==> src/rtl/pe_alu_xbar.sv <==
// pe_alu_xbar: CGRA processing-element slice.
// A 4x4 input crossbar picks among in0, in1, the registered ALU result and the
// external FU result. Crossbar outputs 0/1 feed a 2-bit-opcode ALU and outputs
// 2/3 leave the block as external FU operands. A 2x1 switch drives out0.
// The 11 configuration bits sit in a serial scan chain clocked by clk:
//   cfg_q[10:9] = alu_op, cfg_q[8] = osel, cfg_q[7:0] = isel (2 bits per output).
// The datapath keeps running while the chain shifts, so outputs during a load
// follow whatever partial word is in the chain at that moment.
module pe_alu_xbar #(
    parameter int size = 32
) (
    input  logic            clk,
    input  logic            reset,
    input  logic            config_en,
    input  logic            config_in,
    output logic            config_out,
    input  logic [size-1:0] in0,
    input  logic [size-1:0] in1,
    input  logic [size-1:0] ext_in,
    output logic [size-1:0] fu_in0,
    output logic [size-1:0] fu_in1,
    output logic [size-1:0] out0
);

    localparam logic [1:0] OP_ADD = 2'b00;
    localparam logic [1:0] OP_SUB = 2'b01;
    localparam logic [1:0] OP_MUL = 2'b10;
    localparam logic [1:0] OP_AND = 2'b11;

    logic [10:0]     cfg_q;
    logic [1:0]      alu_op;
    logic            osel;
    logic [7:0]      isel;

    logic [size-1:0] alu_q;
    logic [size-1:0] alu_d;
    logic [size-1:0] op_a;
    logic [size-1:0] op_b;

    assign alu_op = cfg_q[10:9];
    assign osel   = cfg_q[8];
    assign isel   = cfg_q[7:0];

    // One crossbar lane: 0=in0, 1=in1, 2=alu_q, 3=ext_in
    function automatic logic [size-1:0] xsel(
        input logic [1:0]      sel,
        input logic [size-1:0] s0,
        input logic [size-1:0] s1,
        input logic [size-1:0] s2,
        input logic [size-1:0] s3
    );
        logic [size-1:0] r;
        case (sel)
            2'd0:    r = s0;
            2'd1:    r = s1;
            2'd2:    r = s2;
            default: r = s3;
        endcase
        return r;
    endfunction

    // Config scan chain: new bits enter at the ALU end and exit at bit 0
    always_ff @(posedge clk) begin
        if (reset) begin
            cfg_q <= '0;
        end else if (config_en) begin
            cfg_q <= {config_in, cfg_q[10:1]};
        end
    end

    assign config_out = cfg_q[0];

    // Input crossbar: four independent lanes, purely combinational
    always_comb begin
        op_a   = xsel(isel[1:0], in0, in1, alu_q, ext_in);
        op_b   = xsel(isel[3:2], in0, in1, alu_q, ext_in);
        fu_in0 = xsel(isel[5:4], in0, in1, alu_q, ext_in);
        fu_in1 = xsel(isel[7:6], in0, in1, alu_q, ext_in);
    end

    // ALU: all results wrap modulo 2^size; multiply keeps the low half
    always_comb begin
        alu_d = '0;
        case (alu_op)
            OP_ADD:  alu_d = op_a + op_b;
            OP_SUB:  alu_d = op_a - op_b;
            OP_MUL:  alu_d = op_a * op_b;
            OP_AND:  alu_d = op_a & op_b;
            default: alu_d = '0;
        endcase
    end

    // Result register; also breaks the alu_q -> crossbar -> ALU feedback loop
    always_ff @(posedge clk) begin
        if (reset) begin
            alu_q <= '0;
        end else begin
            alu_q <= alu_d;
        end
    end

    // Output switch: ext_in reaches out0 without a register
    always_comb begin
        out0 = osel ? ext_in : alu_q;
    end

endmodule

==> config.mk <==
export PLATFORM = sky130hd
export DESIGN_NAME = pe_alu_xbar
export DESIGN_NICKNAME = d
export VERILOG_FILES = /design/src/rtl/pe_alu_xbar.sv
export SDC_FILE = /design/constraint.sdc
export NUM_CORES = 2
export LEC_CHECK = 0
export BUFFER_PORTS_ARGS = -buffer_cell sky130_fd_sc_hd__buf_2
export CELL_PAD_IN_SITES_DETAIL_PLACEMENT = 1
export CELL_PAD_IN_SITES_GLOBAL_PLACEMENT = 2
export CORE_MARGIN = 5
export CORE_UTILIZATION = 30
export DETAILED_ROUTE_END_ITERATION = 6
export HOLD_SLACK_MARGIN = 0.06
export PLACE_DENSITY_LB_ADDON = 0.08
export SYNTH_ARGS = -nofsm -noshare
export SYNTH_HDL_FRONTEND = slang
export SYNTH_SLANG_ARGS = --single-unit
==> constraint.sdc <==
create_clock -name clk -period 11.55 [get_ports clk]
set_clock_uncertainty 0.15 [all_clocks]
set_input_delay 2.31 -clock clk [delete_from_list [all_inputs] [get_ports clk]]
set_output_delay 2.31 -clock clk [all_outputs]
set_load 0.01 [all_outputs]
# Word level (Yosys, flattened, before mapping)
# Index checks and enable logic that the tools add are counted.
# classes
eq_ne	11
add_sub_neg	2
n_mul	1
bitwise	1
reduce_logical	5
muxes	6
# ops
cell	n
$pmux 32 s3	4
$pmux 32 s4	1
$add 32x32->32	1
$and 32x32->32	1
$mul 32x32->32	1
$mux 32	1
$sub 32x32->32	1
$eq 2x2->1 const B	6
$eq 2x1->1 const B	5
$logic_not 2->1	5
# word_totals
regBits	43
input_bits	100
out_inout_bits	97
elab_cells	28

# Logic depth before layout (Yosys ltp)
# depth
word_depth	4
ltp_mapped	35
mapped_depth_nobuf	30

# Worst setup path after synthesis
# OpenSTA, ideal clock, no wires.
# synth_timing
kind	input -> register
start	in in0[2]
end	reg alu_q[31]
setup_ps	86
arrival_time_ps	9564
slack_ps	1750
n_path_buf	1
stages	26
t_required_ps	11314
cell_sequence	mux2_2 o21ai_1 clkbuf_1 nor2_1 fa_1 inv_1 fa_1 fa_1 fa_1 inv_1 fa_1 ha_1 fa_1 fa_1 ha_1 and2_1 a221o_1 a41o_1 a41oi_1 o311ai_0 nor3_1 o31ai_1 nand3_1 a21oi_1 or3b_1 a221oi_2
# synth_via
elab_chain_len	3
elab_cells_between_ends	6
cone_classes	2 x add/sub; 1 x mul; 3 x mux
# synth_rtl
element	line	source
start: declaration	17	input logic [size-1:0] in0,
$pmux 32 s3	53	case (sel)
$mul 32x32->32 (tied with other cells)	87	OP_MUL: alu_d = op_a * op_b;
$pmux 32 s4 (*)	84	case (alu_op)
end signal: assignment	98	alu_q <= alu_d;
end: declaration	35	logic [size-1:0] alu_q;
# Every way passes the cells marked *; elsewhere a longest branch is shown, timed or not.
# A chain may end at the register's enable or synchronous reset.

# Final worst setup path
# layout_timing
start	in in0[5]
end	reg alu_q[31]
# The elaborated chain is that of the path after synthesis.

==> flow_summary.ini <==
[outcome]
status = completed

[worst_setup_path]
r2r-end = alu_q[31]
cp-end-kind = flop
reg2reg_slack_ns = 1.67
crit_type = in2reg
max_stage_delay_ns = 0.59
crit_top_cell = fa_1
crit_required_ns = 11.63
critPathArrivalTime_ns = 11.07
r2r-start = cfg_q[3]
crit_path_start_kind = input pin
reg2reg_depth = 29
cp-startpoint = in0[5]
cp_max_fo = 12
crit_slowest_cell = fa_1

[clock_network]
cts_sinks = 43
post_cts_resized = 0
clockBufferDepth = 2
cts_buffers = 5
path_clk_slew_ns = 0.08
cts_tree = done
cts-hold-fix-buffers = 0
cts_setup_buffers = 0
root_buffer = clkbuf_16
clock_latency_ns = 0.32
h-tree-depth = 2

[place]
hpwlAfterDp_um = 86500
gp_congestion = 0.897
dpl-instance-area_um2 = 25500
portBuffers = 196
dp.cells = 3749

[detailed_routing]
ant_nets = 0
wire_per_inst_um = 27.7
drtPass1Iterations = 5
vias = 19600
via_per_inst = 5.21
drc = 0
drt_iter0_markers = 1058
drt_wl_total_um = 104000

[final_layout]
final_common_cell = fa_1
n_fill_cell = 9108
post_layout_nonfiller_instances = 3761
fin_area_um2 = 25600
final_cell_mix = 409 x fa_1, 396 x inv_1, 346 x nor2_1
drive_gt1_frac = 0.193
nNetsFinal = 3381
area_growth_pct = 10.6
utilization = 0.333

[synth]
synth_edf_count = 0
ys.flop_type = dfxtp_1
async_reset_ff_frac = 0
synth_nets = 3238
yosysUniqueCellTypes = 69
yosysWarnings = 0
synth_area_per_cell_um2 = 9.01
ys_seq_elements = 43
ys_seq_area_frac = 0.0371
syn_area_um2 = 23200
postSynthCellCount = 2573

[global_routing]
grt_start_max_net_pins = 46
grt_usage = 0.252
antenna_found_initial = 2
gr-total-overflow = 0
grt_pass1_wl_um = 154000
grt_pass1_vias = 22000

[sta]
rsz0062_at_grt = no
min_period_over_period = 0.952
maxSlewViolCount = 0
max_slew_margin = 0.339
hold_viol = 0
max_slew.worst_pin.slew_ns = 0.991
setup_viol = 0
fmax_mhz = 91.0
fin_crit_ns = 10.99
final.setup.tns_ns = 0

[run]
max_cap_viol_count = 0

[floorplanning]
ioPinCount = 197
fp.dieH_um = 288
die_w_um = 288
initial_core_util = 0.301
core_area_um2 = 77100
die_area_um2 = 83000
rows = 102

[worst_hold_path]
min-delay-start = cfg_q[9]
hold-path-endpoint = cfg_q[8]
min_path_cells = 2
hold_class = reg2reg
worst max-delay path by stage:
stage | endpoint | slack [ns] | cells past startpoint
after CTS | alu_q[31] | 0.45 | 31
after global routing | alu_q[31] | 0.17 | 30
after detailed placement | alu_q[31] | 0.14 | 31
final | alu_q[31] | 0.56 | 30
after floorplan | alu_q[31] | 1.75 | 26
after global placement | alu_q[31] | 0.17 | 31
worst max-delay path: cells and delay by family:
| kind | cells | cell delay (ns) |
|---|---|---|
| fa+ha+maj | 9 | 3.73 |
| buf+inv | 7 | 1.14 |
| compound gates | 8 | 2.22 |
| mux | 1 | 0.30 |
| simple gates | 5 | 1.34 |
cells by family (layout without fill, tap and decap cells):
family          count (synthesis)  after routing  share of synthesized area
flops                          43             43                     0.0371
other cells                     0              4                          0
simple gates                  756            756                      0.134
compound gates                280            280                     0.0788
fa+ha+maj                     565            565                      0.437
buf+inv                       554            698                     0.0945
mux                           233            233                      0.164
xor+xnor                      142            142                     0.0543
metrics by stage:
stage	hold WS [ns]	setup WS, ns
2_1_floorplan	0.412	1.75
3_3_place_gp	0.351	0.167
3_5_place_dp	0.381	0.138
4_1_cts	0.398	0.448
5_1_grt	0.421	0.166
6_report	0.391	0.559
synth_stat cells, drive strengths merged, types with 52 or more instances:
| master | count | area share |
|---|---|---|
| a21oi | 70 | 0.015 |
| o21ai | 84 | 0.022 |
| mux2i | 52 | 0.022 |
| ha | 156 | 0.084 |
| xnor2 | 113 | 0.043 |
| nor2 | 346 | 0.056 |
| nand2 | 305 | 0.050 |
| inv | 411 | 0.067 |
| clkbuf | 92 | 0.015 |
| mux4 | 109 | 0.11 |
| mux2 | 72 | 0.035 |
| fa | 409 | 0.35 |
metal layers:
metal | global-route usage | wire length, um
met1 | 0.349 | 47400
met2 | 0.406 | 47300
met3 | 0.0493 | 6350
met4 | 0.0651 | 3070
met5 | 0 | 0
flip-flops by register name, summed over array words and instances (netlist names):
| signal | count |
|---|---|
| cfg_q | 11 |
| alu_q | 32 |
cell type report:
type                       count  area, um2  share of cell area
multi-input combinational   1976      20200               0.786
inverter                     411       1540              0.0602
antenna                        4       10.0            0.000390
timing repair buffer         279       1600              0.0626
clock inverter                 3       17.5            0.000683
sequential                    43        880              0.0343
tap                         1040       1300              0.0507
clock buffer                   5        125             0.00488
Power is not shown: default switching activity piles up to over one toggle a cycle in this logic, so the estimate is an artifact.
